<file path="src/rtl/acc_mem_pkg.sv">
// Shared types for the accelerator memory arbiter: grant state encoding,
// owner tag width and the response FIFO entry layout.
package acc_mem_pkg;

    typedef enum logic [1:0] {
        ST_IDLE = 2'b00,
        ST_GNT0 = 2'b01,
        ST_GNT1 = 2'b10
    } gnt_state_e;

    localparam int CLIENT_W   = 1;
    localparam int ACC_ADDR_W = 32;
    localparam int ACC_DATA_W = 32;

    typedef struct packed {
        logic [ACC_ADDR_W-1:0] addr;
        logic [ACC_DATA_W-1:0] data;
    } rsp_entry_t;

endpackage

</file>
<file path="src/rtl/acc_mem_arbiter_if.sv">
// One BIU client link: request side (req/addr/vld/rdy) and response side
// (rsp_addr/rsp_data/rsp_vld/rsp_rdy).
interface acc_mem_arbiter_if #(
    parameter int ADDR_W = 32,
    parameter int DATA_W = 32
) ();
    logic              req;
    logic [ADDR_W-1:0] addr;
    logic              vld;
    logic              rdy;
    logic [ADDR_W-1:0] rsp_addr;
    logic [DATA_W-1:0] rsp_data;
    logic              rsp_vld;
    logic              rsp_rdy;

    modport master (
        output req, addr, vld, rsp_rdy,
        input  rdy, rsp_addr, rsp_data, rsp_vld
    );

    modport slave (
        input  req, addr, vld, rsp_rdy,
        output rdy, rsp_addr, rsp_data, rsp_vld
    );
endinterface

</file>
<file path="src/rtl/acc_rsp_fifo.sv">
// Synchronous show-ahead response FIFO; the head entry is read straight from
// the storage registers and forced to zero while the FIFO is empty.
module acc_rsp_fifo #(
    parameter int DEPTH = 4,
    parameter int W     = 64
) (
    input  logic                     clk,
    input  logic                     rst_n,
    input  logic                     push_i,
    input  logic [W-1:0]             din_i,
    input  logic                     pop_i,
    output logic [W-1:0]             dout_o,
    output logic                     full_o,
    output logic                     empty_o,
    output logic [$clog2(DEPTH):0]   count_o
);
    localparam int AW = $clog2(DEPTH);
    localparam logic [AW:0] FULL_CNT = (AW+1)'(DEPTH);

    logic [W-1:0]  mem_q [DEPTH];
    logic [AW-1:0] wptr_q;
    logic [AW-1:0] rptr_q;
    logic [AW:0]   cnt_q;
    logic          do_push;
    logic          do_pop;

    assign do_push = push_i && !full_o;
    assign do_pop  = pop_i && !empty_o;

    always_ff @(posedge clk) begin
        if (!rst_n) begin
            wptr_q <= '0;
            rptr_q <= '0;
            cnt_q  <= '0;
        end else begin
            if (do_push) wptr_q <= wptr_q + 1'b1;
            if (do_pop)  rptr_q <= rptr_q + 1'b1;
            if (do_push && !do_pop)      cnt_q <= cnt_q + 1'b1;
            else if (!do_push && do_pop) cnt_q <= cnt_q - 1'b1;
        end
    end

    always_ff @(posedge clk) begin
        if (do_push) mem_q[wptr_q] <= din_i;
    end

    assign empty_o = (cnt_q == '0);
    assign full_o  = (cnt_q == FULL_CNT);
    assign count_o = cnt_q;
    assign dout_o  = empty_o ? '0 : mem_q[rptr_q];
endmodule

</file>
<file path="src/rtl/acc_mem_arbiter.sv">
// Two-client read arbiter onto a fixed-latency memory port: grant FSM,
// owner-tagged read pipeline, per-client credits and response FIFOs.
module acc_mem_arbiter
    import acc_mem_pkg::*;
#(
    parameter int ADDR_W = ACC_ADDR_W,
    parameter int DATA_W = ACC_DATA_W,
    parameter int RD_LAT = 2,
    parameter int OSTD   = 4
) (
    input  logic              clk,
    input  logic              rst_n,
    acc_mem_arbiter_if.slave  c0,
    acc_mem_arbiter_if.slave  c1,
    output logic              mem_ren,
    output logic [ADDR_W-1:0] mem_raddr,
    input  logic [DATA_W-1:0] mem_rdata
);
    localparam int CRED_W = $clog2(OSTD + 1);
    localparam int CNT_W  = $clog2(OSTD) + 1;
    localparam logic [CRED_W-1:0] CRED_MAX = CRED_W'(OSTD);

    gnt_state_e          state_q;
    logic                last_q;
    logic [CRED_W-1:0]   cred0_q, cred0_d;
    logic [CRED_W-1:0]   cred1_q, cred1_d;
    logic                acc0, acc1, pop0, pop1, push0, push1;
    logic [RD_LAT-1:0]   tag_vld_q;
    logic [CLIENT_W-1:0] tag_own_q  [RD_LAT];
    logic [ADDR_W-1:0]   tag_addr_q [RD_LAT];
    rsp_entry_t          push_ent, head0, head1;
    logic                full0, full1, empty0, empty1;
    logic [CNT_W-1:0]    cnt0, cnt1;

    // Grant FSM; last_q remembers who was served last for the tie-break.
    always_ff @(posedge clk) begin
        if (!rst_n) begin
            state_q <= ST_IDLE;
            last_q  <= 1'b1;
        end else begin
            unique case (state_q)
                ST_IDLE: begin
                    if (c0.req && (!c1.req || last_q)) begin
                        state_q <= ST_GNT0;
                        last_q  <= 1'b0;
                    end else if (c1.req) begin
                        state_q <= ST_GNT1;
                        last_q  <= 1'b1;
                    end
                end
                ST_GNT0: begin
                    if (!c0.req) begin
                        state_q <= c1.req ? ST_GNT1 : ST_IDLE;
                        if (c1.req) last_q <= 1'b1;
                    end
                end
                ST_GNT1: begin
                    if (!c1.req) begin
                        state_q <= c0.req ? ST_GNT0 : ST_IDLE;
                        if (c0.req) last_q <= 1'b0;
                    end
                end
                default: state_q <= ST_IDLE;
            endcase
        end
    end

    assign c0.rdy  = (state_q == ST_GNT0) && (cred0_q < CRED_MAX);
    assign c1.rdy  = (state_q == ST_GNT1) && (cred1_q < CRED_MAX);
    assign acc0    = c0.vld && c0.rdy;
    assign acc1    = c1.vld && c1.rdy;
    assign mem_ren = acc0 || acc1;

    always_comb begin
        mem_raddr = '0;
        if (state_q == ST_GNT0)      mem_raddr = c0.addr;
        else if (state_q == ST_GNT1) mem_raddr = c1.addr;
    end

    // Credits cover beats in the tag pipeline plus beats waiting in the FIFO.
    always_comb begin
        cred0_d = cred0_q;
        if (acc0 && !pop0)      cred0_d = cred0_q + CRED_W'(1);
        else if (!acc0 && pop0) cred0_d = cred0_q - CRED_W'(1);
        cred1_d = cred1_q;
        if (acc1 && !pop1)      cred1_d = cred1_q + CRED_W'(1);
        else if (!acc1 && pop1) cred1_d = cred1_q - CRED_W'(1);
    end

    always_ff @(posedge clk) begin
        if (!rst_n) begin
            cred0_q   <= '0;
            cred1_q   <= '0;
            tag_vld_q <= '0;
        end else begin
            cred0_q      <= cred0_d;
            cred1_q      <= cred1_d;
            tag_vld_q[0] <= mem_ren;
            for (int i = 1; i < RD_LAT; i++) tag_vld_q[i] <= tag_vld_q[i-1];
        end
    end

    always_ff @(posedge clk) begin
        tag_own_q[0]  <= CLIENT_W'(acc1);
        tag_addr_q[0] <= mem_raddr;
        for (int i = 1; i < RD_LAT; i++) begin
            tag_own_q[i]  <= tag_own_q[i-1];
            tag_addr_q[i] <= tag_addr_q[i-1];
        end
    end

    assign push_ent = '{addr: tag_addr_q[RD_LAT-1], data: mem_rdata};
    assign push0    = tag_vld_q[RD_LAT-1] && (tag_own_q[RD_LAT-1] == CLIENT_W'(0));
    assign push1    = tag_vld_q[RD_LAT-1] && (tag_own_q[RD_LAT-1] == CLIENT_W'(1));
    assign pop0     = c0.rsp_vld && c0.rsp_rdy;
    assign pop1     = c1.rsp_vld && c1.rsp_rdy;

    acc_rsp_fifo #(.DEPTH(OSTD), .W($bits(rsp_entry_t))) u_fifo0 (
        .clk(clk), .rst_n(rst_n), .push_i(push0), .din_i(push_ent), .pop_i(pop0),
        .dout_o(head0), .full_o(full0), .empty_o(empty0), .count_o(cnt0)
    );

    acc_rsp_fifo #(.DEPTH(OSTD), .W($bits(rsp_entry_t))) u_fifo1 (
        .clk(clk), .rst_n(rst_n), .push_i(push1), .din_i(push_ent), .pop_i(pop1),
        .dout_o(head1), .full_o(full1), .empty_o(empty1), .count_o(cnt1)
    );

    assign c0.rsp_vld  = !empty0;
    assign c0.rsp_addr = head0.addr;
    assign c0.rsp_data = head0.data;
    assign c1.rsp_vld  = !empty1;
    assign c1.rsp_addr = head1.addr;
    assign c1.rsp_data = head1.data;

    // Credits bound the FIFO occupancy, so a push into a full FIFO is a logic bug.
    always_ff @(posedge clk) begin
        if (rst_n) begin
            assert (!(push0 && full0));
            assert (!(push1 && full1));
            assert (32'(cnt0) <= 32'(cred0_q));
            assert (32'(cnt1) <= 32'(cred1_q));
        end
    end
endmodule

</file>
<file path="src/flat_wrapper.sv">
// flat-port wrapper written by rule: the top's interface ports become plain ports
module acc_mem_arbiter_flat import acc_mem_pkg::*;
#(
    parameter int ADDR_W = ACC_ADDR_W,
    parameter int DATA_W = ACC_DATA_W,
    parameter int RD_LAT = 2,
    parameter int OSTD   = 4
)
  (clk, rst_n, mem_ren, mem_raddr, mem_rdata, c0_req, c0_addr, c0_vld, c0_rsp_rdy, c0_rdy, c0_rsp_addr, c0_rsp_data, c0_rsp_vld, c1_req, c1_addr, c1_vld, c1_rsp_rdy, c1_rdy, c1_rsp_addr, c1_rsp_data, c1_rsp_vld);
  acc_mem_arbiter_if #(.ADDR_W(ADDR_W), .DATA_W(DATA_W)) c0_i ();
  acc_mem_arbiter_if #(.ADDR_W(ADDR_W), .DATA_W(DATA_W)) c1_i ();
  input  logic clk;
  input  logic rst_n;
  output logic mem_ren;
  output logic [ADDR_W-1:0] mem_raddr;
  input  logic [DATA_W-1:0] mem_rdata;
  input wire logic [$bits(c0_i.req)-1:0] c0_req;
  input wire logic [$bits(c0_i.addr)-1:0] c0_addr;
  input wire logic [$bits(c0_i.vld)-1:0] c0_vld;
  input wire logic [$bits(c0_i.rsp_rdy)-1:0] c0_rsp_rdy;
  output wire logic [$bits(c0_i.rdy)-1:0] c0_rdy;
  output wire logic [$bits(c0_i.rsp_addr)-1:0] c0_rsp_addr;
  output wire logic [$bits(c0_i.rsp_data)-1:0] c0_rsp_data;
  output wire logic [$bits(c0_i.rsp_vld)-1:0] c0_rsp_vld;
  input wire logic [$bits(c1_i.req)-1:0] c1_req;
  input wire logic [$bits(c1_i.addr)-1:0] c1_addr;
  input wire logic [$bits(c1_i.vld)-1:0] c1_vld;
  input wire logic [$bits(c1_i.rsp_rdy)-1:0] c1_rsp_rdy;
  output wire logic [$bits(c1_i.rdy)-1:0] c1_rdy;
  output wire logic [$bits(c1_i.rsp_addr)-1:0] c1_rsp_addr;
  output wire logic [$bits(c1_i.rsp_data)-1:0] c1_rsp_data;
  output wire logic [$bits(c1_i.rsp_vld)-1:0] c1_rsp_vld;
  assign c0_i.req = c0_req;
  assign c0_i.addr = c0_addr;
  assign c0_i.vld = c0_vld;
  assign c0_i.rsp_rdy = c0_rsp_rdy;
  assign c0_rdy = c0_i.rdy;
  assign c0_rsp_addr = c0_i.rsp_addr;
  assign c0_rsp_data = c0_i.rsp_data;
  assign c0_rsp_vld = c0_i.rsp_vld;
  assign c1_i.req = c1_req;
  assign c1_i.addr = c1_addr;
  assign c1_i.vld = c1_vld;
  assign c1_i.rsp_rdy = c1_rsp_rdy;
  assign c1_rdy = c1_i.rdy;
  assign c1_rsp_addr = c1_i.rsp_addr;
  assign c1_rsp_data = c1_i.rsp_data;
  assign c1_rsp_vld = c1_i.rsp_vld;
  acc_mem_arbiter #(.ADDR_W(ADDR_W), .DATA_W(DATA_W), .RD_LAT(RD_LAT), .OSTD(OSTD)) u_core (.clk(clk), .rst_n(rst_n), .c0(c0_i), .c1(c1_i), .mem_ren(mem_ren), .mem_raddr(mem_raddr), .mem_rdata(mem_rdata));
endmodule
</file>
<file path="config.mk">
export PLATFORM = sky130hd
export DESIGN_NAME = acc_mem_arbiter_flat
export DESIGN_NICKNAME = d
export VERILOG_FILES = /design/src/rtl/acc_mem_pkg.sv /design/src/rtl/acc_mem_arbiter_if.sv /design/src/rtl/acc_rsp_fifo.sv /design/src/rtl/acc_mem_arbiter.sv /design/src/flat_wrapper.sv
export SDC_FILE = /design/constraint.sdc
export NUM_CORES = 1
export LEC_CHECK = 0
export ABC_AREA = 1
export CAP_MARGIN = 15
export CORE_ASPECT_RATIO = 0.7
export CORE_UTILIZATION = 52
export CTS_BUF_LIST = sky130_fd_sc_hd__clkbuf_8
export DETAILED_ROUTE_END_ITERATION = 10
export GPL_TIMING_DRIVEN = 0
export PLACE_DENSITY = 0.78
export SYNTH_ARGS = -nofsm -noshare
export SYNTH_HDL_FRONTEND = slang
export SYNTH_SLANG_ARGS = --single-unit
</file>
<file path="constraint.sdc">
create_clock -name clk -period 4.23 [get_ports clk]
set_clock_uncertainty 0.1 [all_clocks]
set_input_delay 0.846 -clock clk [delete_from_list [all_inputs] [get_ports clk]]
set_output_delay 0.846 -clock clk [all_outputs]
set_load 0.005 [all_outputs]
</file>
==> flow_metrics.tcl <==
set metrics [dict create \
    run_status "finished clean" \
    cts_buffers 89 \
    drt-wirelength-per-cell_um 19.7 \
    synthesized_flop_and_latch_total 607 \
    synthMostInstantiatedCell "sky130_fd_sc_hd__nor2_1" \
    synth-edff-count 512 \
    global_route.overflow_total 0 \
    fillers 3081 \
    critPathMaxFanout 10 \
    hold_slack_ps 225 \
    dieArea_um2 45500 \
    share_of_cells_above_drive_strength_1_pct 9.22 \
    ctsHtreeMaxLevel 3 \
    start_util_pct 53.0 \
    area.growth.synth_to_final_pct 24.1 \
    postPlaceCellArea_um2 27000 \
    fin_crit_sh_pct 94.7 \
    insertion_delay_ps 640 \
    synth.yosys.seq_area_share_pct 74.5 \
    diodes 0 \
    critPathMaxStageDelay_ps 550 \
    met3_usage_pct 5.36 \
    grt_pass1_wl_mm 86.3 \
    finalHoldViolations 0 \
    grt.met2_usage_pct 40.8 \
    mappedNetlistNets 2021 \
    die_width_um 254 \
    timing.critical_path.slowest_stage_cell "sky130_fd_sc_hd__clkdlybuf4s50_1" \
    timing.final.max_slew_violations 0 \
    finalWeightedCongestion 0.843 \
    timing.critical_path.arrival_ps 3060 \
    drc_errors 0 \
    rsz0062_at_grt "no" \
    cp.required_ps 3280 \
    powerDensity_nw_per_um2 621 \
    fmaxAchievable_mhz 250 \
    first_iter_violations 1583 \
    clkTransAtPathRegs_ps 60 \
    yosys.cell_types.count 21 \
    area_of_combinational_cells_with_multiple_inputs_um2 5120 \
    grt_pass1_vias 15400 \
    cell_taking_the_most_area_after_synthesis "sky130_fd_sc_hd__edfxtp_1" \
    io_pins 269 \
    numClockSinks 607 \
    cts_setup_buffers 0 \
    placeableCoreArea_um2 43800 \
    die_height_um 179 \
    detailed_place_hpwl_mm 38.6 \
    largest_net_degree_at_the_start_of_global_routing 33 \
    stdcell_area_um2 28800 \
    globalRoute.busiestLayer "met2" \
    fp-row-count 64 \
    synth_top_cells_by_area "sky130_fd_sc_hd__edfxtp_1 66%, sky130_fd_sc_hd__nor2_1 8.7%, sky130_fd_sc_hd__dfxtp_1 8.2%" \
    cts-hold-fix-buffers 0 \
    post_cts.resized_instances 0 \
    port_buffers 267 \
    total_power_w 0.0179 \
    final_core_utilization_pct 65.7 \
    post-route-min-period_ps 4000 \
    post-synth-top-area-fraction_pct 66.3 \
    detail-route-antenna-nets 0 \
    list_of_most_frequent_post_synthesis_cells "537 x sky130_fd_sc_hd__nor2_1, 512 x sky130_fd_sc_hd__edfxtp_1, 257 x sky130_fd_sc_hd__o21ai_0, 151 x sky130_fd_sc_hd__a21oi_1, 96 x sky130_fd_sc_hd__nand2_1" \
    global_route.usage.met1_pct 35.3 \
    detailed_routing_iteration_count_for_the_pre_antenna_repair_pass 5 \
    final-setup-viol-count 0 \
    synth-warning-count 0 \
    clockRootBuffer "sky130_fd_sc_hd__clkbuf_8" \
    postSynth.topFlopCell "sky130_fd_sc_hd__edfxtp_1" \
    grt.total_usage_pct 25.5 \
    numnets_final 2395 \
    max-vdd-ir-drop_mv 0.330 \
    netlist_area_um2 23200 \
    asyncSetResetFlopFracSynth_pct 0 \
    cp-start-kind "register" \
    routed-via-count 15800 \
    syn-instance-count 1896 \
    path_class "reg -> out" \
    regArea_um2 17300 \
    cts.path.max_buffers 3 \
    cp_cell_sequence "inv_1 > ha_1 > buf_2 > inv_1 > buf_2 > nand3_1 > nand2_1 > clkdlybuf4s50_1" \
    synthesized_area_per_cell_um2 12.2 \
    viasPerCell 5.38 \
    route.final.wire_length_mm 57.9 \
    hold_path.class "reg -> reg" \
    timing.critical_path.to_type "output pin" \
    max_cap_viol_count 0 \
    worst_pin_slew_ps 817 \
    grt_antenna_before_repair 0 \
    max_slew_margin_pct 45.4 \
    leakage_nw 10.2 \
    tritoncts "built" \
]
[cell usage in the layout (no fill, tap or decap), drive strengths merged]
| cell type | netlist | routed |
|---|---|---|
| inv | 52 | 81 |
| nand3b | 1 | 1 |
| edfxtp | 512 | 512 |
| xor2 | 2 | 2 |
| dfxtp | 95 | 95 |
| clkinv | 0 | 28 |
| nand3 | 45 | 45 |
| nor2 | 537 | 537 |
| buf | 73 | 89 |
| clkdlybuf4s50 | 0 | 267 |
| nand2 | 96 | 96 |
| or2 | 2 | 2 |
| bufinv | 0 | 5 |
| o21ai | 275 | 275 |
| ha | 17 | 17 |
| clkinvlp | 0 | 2 |
| fa | 4 | 4 |
| clkbuf | 34 | 135 |
| a21oi | 151 | 151 |
[worst paths after layout]
check,from,to,slack [ps],cells after the start
setup reg to reg,u_core.state_q[1],u_core.cred0_q[2],1580,14
hold reg to reg,u_core.tag_addr_q[0][1],u_core.tag_addr_q[0][33],230,0
setup / recovery,u_core.state_q[1],mem_raddr[0],230,8
hold / removal,u_core.tag_addr_q[0][1],u_core.tag_addr_q[0][33],230,0
[critical path, delay by kind of cell, from the launching register on]
kind	cells	cell delay [ps]
and+or+nand+nor	2	320
buffers and inverters	5	1510
DFF	1	420
adders and majority gates	1	180
[area by class of cell]
class	count	share of cell area (%)
Buffer	107	2.29
Clock buffer	101	4.83
Clock inverter	64	1.38
Inverter	52	0.678
Multi-Input combinational cell	1130	17.8
Sequential cell	607	60.0
Tap cell	594	2.58
Timing Repair Buffer	283	10.4
[cells by family after synthesis]
| kind of cell | share of synthesized area [%] |
|---|---|
| adders and majority gates | 1.26 |
| AOI/OAI and AO/OA | 9.19 |
| xor gates and xnor gates | 0.0755 |
| buffers and inverters | 3.68 |
| and+or+nand+nor | 11.3 |
| DFF | 74.5 |
[flip-flops by register name (all words and copies together) (netlist names), named ones only]
| signal | flops |
|---|---|
| u_core.state_q | 2 |
| u_core.u_fifo0.wptr_q | 2 |
| u_core.tag_addr_q | 64 |
| u_core.tag_vld_q | 2 |
| u_core.u_fifo1.count_o | 3 |
| u_core.u_fifo0.rptr_q | 2 |
| u_core.u_fifo0.count_o | 3 |
| u_core.cred1_q | 3 |
| u_core.u_fifo1.rptr_q | 2 |
| u_core.u_fifo1.wptr_q | 2 |
| u_core.u_fifo1.mem_q | 256 |
| u_core.tag_own_q | 2 |
| u_core.last_q | 1 |
| u_core.cred0_q | 3 |
| u_core.u_fifo0.mem_q | 256 |
[stage by stage]
| stage | setup TNS (ps) | instances | setup slack [ps] |
|---|---|---|---|
| 2_1_floorplan | 0 | 1896 | 291 |
| 5_1_grt | 0 | 2938 | 79.1 |
| 3_3_place_gp | -814460 | 2757 | -1720 |
| 6_report | 0 | 2938 | 226 |
| 3_5_place_dp | 0 | 2773 | 887 |
| 4_1_cts | 0 | 2938 | 181 |
[power by group]
group	total (W)	switching [W]	internal, W	leakage (nW)
logic	0.00590	0.00331	0.00259	3.78
registers	0.00732	0.000325	0.00699	5.44
clock network	0.00467	0.00217	0.00249	1.02
[metal layers]
layer | wire length [µm] | vias to the layer above
li1 | - | 7383
met1 | 24100 | 7504
met4 | 1510 | 0
met5 | 0 | -
met2 | 26800 | 826
met3 | 5480 | 100
(Power assumes the default switching activity.)
